`src/rtl/cpu_types_pkg.sv`:
```
// Shared CPU type definitions used by the multicycle datapath and its control unit.
package cpu_types_pkg;

   typedef enum logic [3:0] {
      ALU_SLL,
      ALU_SRL,
      ALU_ADD,
      ALU_SUB,
      ALU_AND,
      ALU_OR,
      ALU_XOR,
      ALU_NOR,
      ALU_SLT,
      ALU_SLTU
   } aluop_t;

endpackage

```
`src/rtl/multicycle_control_unit.sv`:
```
// Multicycle MIPS control: latches the IR, decodes it and sequences FETCH/DECODE/EXEC/MEM/WB,
// with sticky halt/fault states, a memory-wait watchdog and a retired-instruction counter.
module multicycle_control_unit
   import cpu_types_pkg::*;
#(
   parameter int unsigned MEM_TIMEOUT = 255,
   parameter int unsigned WB_STAGE    = 1,
   parameter int unsigned CNT_W       = 32
) (
   input  logic             CLK,
   input  logic             nRST,
   input  logic             ihit,
   input  logic             dhit,
   // ALU zero flag from the datapath; qualifies the branch-taken pcmode
   input  logic             zero,
   input  logic [31:0]      imemload,
   output logic [31:0]      instr,
   output logic             iREN,
   output logic             dREN,
   output logic             dWEN,
   output logic             regWEN,
   output logic             pcWEN,
   output logic [1:0]       RdOrRtOr31,
   output logic [1:0]       pcmode,
   output logic [1:0]       memOp,
   output logic             extType,
   output logic             immorRt,
   output aluop_t           alu_op,
   output logic             halt,
   output logic             fault,
   output logic [CNT_W-1:0] retired
);

   localparam logic [5:0] OpRtype = 6'h00, OpJ     = 6'h02, OpJal   = 6'h03, OpBeq  = 6'h04;
   localparam logic [5:0] OpBne   = 6'h05, OpAddi  = 6'h08, OpAddiu = 6'h09, OpSlti = 6'h0A;
   localparam logic [5:0] OpSltiu = 6'h0B, OpAndi  = 6'h0C, OpOri   = 6'h0D, OpXori = 6'h0E;
   localparam logic [5:0] OpLui   = 6'h0F, OpLw    = 6'h23, OpSw    = 6'h2B, OpHalt = 6'h3F;

   localparam logic [5:0] FnSll = 6'h00, FnSrl  = 6'h02, FnJr  = 6'h08, FnAdd  = 6'h20;
   localparam logic [5:0] FnAddu = 6'h21, FnSub = 6'h22, FnSubu = 6'h23, FnAnd = 6'h24;
   localparam logic [5:0] FnOr  = 6'h25, FnXor  = 6'h26, FnNor = 6'h27, FnSlt  = 6'h2A;
   localparam logic [5:0] FnSltu = 6'h2B;

   typedef enum logic [2:0] {
      StIdle, StFetch, StDecode, StExec, StMem, StWb, StHalted, StFault
   } state_t;

   state_t           state_q, state_d;
   logic [31:0]      ir_q, ir_d;
   logic [31:0]      wait_q, wait_d;
   logic [CNT_W-1:0] retired_q, retired_d;

   logic [5:0] opcode, funct;
   logic       legal, is_flow, is_jal, is_load, is_store, is_halt, timeout;

   assign opcode  = ir_q[31:26];
   assign funct   = ir_q[5:0];
   assign instr   = ir_q;
   assign retired = retired_q;
   assign halt    = (state_q == StHalted);
   assign fault   = (state_q == StFault);
   assign timeout = (MEM_TIMEOUT != 0) && ((wait_q + 32'd1) == MEM_TIMEOUT);

   always_comb begin
      RdOrRtOr31 = 2'd1;
      pcmode     = 2'd0;
      memOp      = 2'd0;
      extType    = 1'b1;
      immorRt    = 1'b1;
      alu_op     = ALU_ADD;
      legal      = 1'b1;
      is_flow    = 1'b0;
      is_jal     = 1'b0;
      is_load    = 1'b0;
      is_store   = 1'b0;
      is_halt    = 1'b0;
      case (opcode)
         OpRtype: begin
            RdOrRtOr31 = 2'd0;
            immorRt    = 1'b0;
            case (funct)
               FnSll:          alu_op = ALU_SLL;
               FnSrl:          alu_op = ALU_SRL;
               FnAdd, FnAddu:  alu_op = ALU_ADD;
               FnSub, FnSubu:  alu_op = ALU_SUB;
               FnAnd:          alu_op = ALU_AND;
               FnOr:           alu_op = ALU_OR;
               FnXor:          alu_op = ALU_XOR;
               FnNor:          alu_op = ALU_NOR;
               FnSlt:          alu_op = ALU_SLT;
               FnSltu:         alu_op = ALU_SLTU;
               FnJr: begin
                  pcmode  = 2'd3;
                  is_flow = 1'b1;
               end
               default:        alu_op = ALU_ADD;
            endcase
         end
         OpJ: begin
            pcmode  = 2'd2;
            immorRt = 1'b0;
            is_flow = 1'b1;
         end
         OpJal: begin
            pcmode     = 2'd2;
            RdOrRtOr31 = 2'd2;
            memOp      = 2'd2;
            immorRt    = 1'b0;
            is_flow    = 1'b1;
            is_jal     = 1'b1;
         end
         OpBeq, OpBne: begin
            alu_op  = ALU_SUB;
            immorRt = 1'b0;
            is_flow = 1'b1;
            pcmode  = ((opcode == OpBeq) == zero) ? 2'd1 : 2'd0;
         end
         OpAddi, OpAddiu: alu_op = ALU_ADD;
         OpSlti:          alu_op = ALU_SLT;
         OpSltiu:         alu_op = ALU_SLTU;
         OpAndi: begin
            alu_op  = ALU_AND;
            extType = 1'b0;
         end
         OpOri: begin
            alu_op  = ALU_OR;
            extType = 1'b0;
         end
         OpXori: begin
            alu_op  = ALU_XOR;
            extType = 1'b0;
         end
         OpLui:           memOp = 2'd3;
         OpLw: begin
            memOp   = 2'd1;
            is_load = 1'b1;
         end
         OpSw:            is_store = 1'b1;
         OpHalt:          is_halt = 1'b1;
         default:         legal = 1'b0;
      endcase
   end

   always_comb begin
      state_d = state_q;
      ir_d    = ir_q;
      wait_d  = '0;
      iREN    = 1'b0;
      dREN    = 1'b0;
      dWEN    = 1'b0;
      regWEN  = 1'b0;
      pcWEN   = 1'b0;
      unique case (state_q)
         StIdle:   state_d = StFetch;
         StFetch: begin
            iREN = 1'b1;
            if (ihit) begin
               ir_d    = imemload;
               state_d = StDecode;
            end else begin
               wait_d = wait_q + 32'd1;
               if (timeout) state_d = StFault;
            end
         end
         StDecode: begin
            if (is_halt)     state_d = StHalted;
            else if (!legal) state_d = StFault;
            else             state_d = StExec;
         end
         StExec: begin
            if (is_flow) begin
               pcWEN   = 1'b1;
               regWEN  = is_jal;
               state_d = StFetch;
            end else if (is_load || is_store) begin
               state_d = StMem;
            end else if (WB_STAGE != 0) begin
               state_d = StWb;
            end else begin
               regWEN  = 1'b1;
               pcWEN   = 1'b1;
               state_d = StFetch;
            end
         end
         StMem: begin
            dREN = is_load;
            dWEN = is_store;
            // Commit on dhit is combinational only for SW and for LW without a WB stage
            if (dhit) begin
               if (is_store) begin
                  pcWEN   = 1'b1;
                  state_d = StFetch;
               end else if (WB_STAGE != 0) begin
                  state_d = StWb;
               end else begin
                  regWEN  = 1'b1;
                  pcWEN   = 1'b1;
                  state_d = StFetch;
               end
            end else begin
               wait_d = wait_q + 32'd1;
               if (timeout) state_d = StFault;
            end
         end
         StWb: begin
            regWEN  = 1'b1;
            pcWEN   = 1'b1;
            state_d = StFetch;
         end
         StHalted: state_d = StHalted;
         StFault:  state_d = StFault;
      endcase
   end

   assign retired_d = retired_q + CNT_W'(pcWEN);

   always_ff @(posedge CLK or negedge nRST) begin
      if (!nRST) begin
         state_q   <= StIdle;
         ir_q      <= '0;
         wait_q    <= '0;
         retired_q <= '0;
      end else begin
         state_q   <= state_d;
         ir_q      <= ir_d;
         wait_q    <= wait_d;
         retired_q <= retired_d;
      end
   end

endmodule

```
`config.mk`:
```
export PLATFORM = sky130hd
export DESIGN_NAME = multicycle_control_unit
export DESIGN_NICKNAME = d
export VERILOG_FILES = /design/src/rtl/cpu_types_pkg.sv /design/src/rtl/multicycle_control_unit.sv
export SDC_FILE = /design/constraint.sdc
export NUM_CORES = 1
export LEC_CHECK = 0
export BUFFER_PORTS_ARGS = -buffer_cell sky130_fd_sc_hd__clkbuf_2
export CORE_MARGIN = 1.5
export CORE_UTILIZATION = 35
export CTS_CLUSTER_SIZE = 28
export DETAILED_ROUTE_END_ITERATION = 8
export PLACE_DENSITY = 0.54
export SETUP_SLACK_MARGIN = 0.05
export SYNTH_ARGS = -nofsm -noshare
export SYNTH_HDL_FRONTEND = slang
export SYNTH_SLANG_ARGS = --single-unit
```
`constraint.sdc`:
```
create_clock -name CLK -period 3.6 [get_ports CLK]
set_input_delay 0.36 -clock CLK [delete_from_list [all_inputs] [get_ports CLK]]
set_output_delay 0.36 -clock CLK [all_outputs]
set_load 0.05 [all_outputs]
```
==> qor.yml <==
outcome:
  outcome: "finished clean"
critical_path:
  crit_path_max_fanout: 14
  critPathRequiredTime_ns: 3.84
  r2r_start: "instr[28]"
  r2r-end: "retired[23]"
  critPathArrivalTime_ns: 3.29
  critPathLaunchType: "register"
  r2r_setup_slack_ns: 0.54
  cp-end-kind: "register"
  ff2ff_path_depth: 12
  crit_type: "register to register"
final_layout:
  n_antenna_cell: 0
  area_growth_pct: 21.9
  layout_common_cells: "118 x clkbuf_2, 91 x dfrtp_1, 54 x nor2_1, 41 x xnor2_1, 35 x nand2_1"
  fin_area_mm2: 0.00638
  final_common_cell: "clkbuf_2"
  layout-drive-gt1-share_pct: 33.1
  num-nets-final: 665
cts:
  cts_num_sinks: 99
  clockBufferDepth: 2
  cts-root-buf: "clkbuf_16"
  cts_setup_buffers: 0
  htree_levels: 3
  hold_buffers: 0
  post_cts_resized: 0
  cts_tree: "built"
  clk_pin_slew_ns: 0.07
  cts_made_buffers: 9
  insertion_delay_ns: 0.36
grt:
  grt_pass1_wl_um: 19800
  grt_max_degree: 60
  grt-ovfl-total: 0
  grt_antenna_before_repair: 0
  first_global_vias: 4005
  track_usage_pct: 15.3
power:
  p_leak_nw: 2.78
  ir_drop_mv: 0.533
  power.density_mw_per_mm2: 751
timing:
  slew_violations: 0
  worst_pin_slew_ns: 0.759
  fmax_mhz: 327
  final-setup-viol-count: 0
  fin_setup_tns_ns: 0
  rsz0062_at_grt: "false"
  fin_crit_sh_pct: 84.9
  finalHoldViolCount: 0
  fin_crit_ns: 3.06
  max-slew-margin-rel_pct: 49.4
  skew_ns: 0.00871
detailed_routing:
  drt_iter0_markers: 134
  firstDrtPassIters: 4
  met1Wirelength_um: 5540
  wl_per_cell_um: 14.5
  wl_met3_um: 648
  vias: 4187
  routed_via_density: 5.15
  met2WireLength_um: 5360
  drc: 0
  dr.max_layer_used: "met4"
  finalWirelength_um: 11800
  ant_nets: 0
placed_design:
  dp_hpwl_um: 8490
  place_area_mm2: 0.00605
  place.port_buffers: 119
  routabilityCongestion: 0.872
synthesis:
  netlist_instances: 515
  async_flop_share_pct: 100
  synth_edf_count: 0
  yosysWarnings: 0
  syn_area_per_cell_um2: 10.2
  synth_area_mm2: 0.00523
  ys_seq_elements: 99
  synth_ff_type: "dfrtp_1"
  ys_seq_area_share_pct: 47.4
  synth_cell_types: 62
  syn_nets: 556
floorplan:
  dieArea_mm2: 0.0157
  start_util_pct: 35.9
  die_w_um: 125
  dieHeight_um: 125
  ios: 120
  coreArea_mm2: 0.0146
  num_rows: 44
min_path:
  hp-class: "input port to asynchronous set/reset pin"
run:
  maxCapViolations: 0
[cell usage after synthesis, types with 2 or more instances]
master | instances | area [um2]
a211o_1 | 2 | 17.5
a21oi_1 | 8 | 40.0
a22oi_1 | 2 | 15.0
a31oi_1 | 4 | 25.0
and2_1 | 4 | 25.0
and3_1 | 10 | 62.6
and4_1 | 9 | 78.8
and4_2 | 3 | 30.0
buf_1 | 4 | 15.0
buf_2 | 5 | 25.0
clkbuf_1 | 14 | 52.6
dfrtp_1 | 99 | 2480
ha_1 | 4 | 50.1
inv_1 | 7 | 26.3
mux2_2 | 34 | 383
mux2i_1 | 2 | 20.0
nand2_1 | 35 | 131
nand2b_1 | 8 | 50.1
nand3_1 | 34 | 170
nand3_2 | 2 | 20.0
nand3b_1 | 2 | 15.0
nand4_1 | 22 | 138
nor2_1 | 56 | 210
nor2b_1 | 3 | 18.8
nor3_1 | 11 | 55.1
nor3b_1 | 4 | 30.0
nor4_1 | 4 | 25.0
o21ai_0 | 17 | 85.1
o22ai_1 | 4 | 25.0
o31a_1 | 2 | 17.5
o31ai_1 | 2 | 15.0
o31ai_2 | 2 | 25.0
or2_2 | 2 | 12.5
or3_1 | 5 | 31.3
xnor2_1 | 41 | 359
xor2_1 | 22 | 193
[cell families (layout without fill, tap and decap cells)]
| logic type | Yosys count | after routing | share of synthesized area, % |
|---|---|---|---|
| compound gates | 55 | 55 | 7.49 |
| buf+inv | 33 | 147 | 2.73 |
| fa+ha+maj | 4 | 4 | 0.957 |
| simple gates | 225 | 225 | 23.2 |
| flops | 99 | 99 | 47.4 |
| xor+xnor | 63 | 63 | 10.5 |
| mux | 36 | 36 | 7.70 |
[final cells by class]
type / instances / area (um2)
clock inverters: 5 / 85.1
multi-input cells: 383 / 2670
well taps: 184 / 230
inverters: 7 / 26.3
repair buffers: 124 / 636
flip-flops and latches: 99 / 2490
fillers: 1397 / 8210
clock buffers: 11 / 243
[how the worst max path moves through the flow]
stage | cells after the start | start | slack [ns] | to
CTS | 12 | instr[28] | 0.55 | retired[23]
global route | 12 | instr[28] | 0.27 | retired[23]
global placement | 12 | instr[5] | 0.69 | retired[31]
floorplan | 13 | instr[5] | 0.07 | retired[22]
finish | 12 | instr[28] | 0.54 | retired[23]
detailed placement | 12 | instr[28] | 0.55 | retired[23]
[routing by layer]
layer / up-vias / track usage, %
li1: 2049 / -
met3: 17 / 3.94
met1: 2025 / 20.2
met4: 0 / 6.08
met5: - / 0
met2: 96 / 23.9
[worst max-delay path: stages, from the launching register on]
cell and delay (ns):
dfrtp_1 0.52, nor2_1 0.35, nand2_1 0.18, nor2_4 0.13, a21oi_2 0.06, o31ai_4 0.20, ha_2 0.26, nand4_1 0.22
nor3_2 0.25, nand4_1 0.26, nor2_1 0.23, nand3_1 0.12, xnor2_1 0.14
[sequential cells by signal (all words and copies together) (netlist names)]
signal and count:
instr 32, retired 32, wait_q 32, state_q 3
[metrics by stage]
step                      power [mW]  util [%]  instances  hold slack (ns)  worst slack [ns]
after floorplan                 3.26         -        515           0.0644            0.0667
after global placement          3.73      41.5        797            0.473             0.688
after detailed placement        3.75      41.5        797            0.476             0.554
after CTS                       4.84      43.7        813            0.115             0.547
after global routing            5.04      43.7        813            0.155             0.273
final                           4.79      43.7        813           0.0788             0.545
[power breakdown]
group / switching, mW / leakage [nW] / internal (mW)
Combinational: 1.46 / 1.34 / 0.578
Sequential: 0.324 / 1.29 / 1.36
Clock: 0.433 / 0.156 / 0.632
Total: 2.22 / 2.78 / 2.57
No activity file was read; power rests on OpenSTA's default activity.
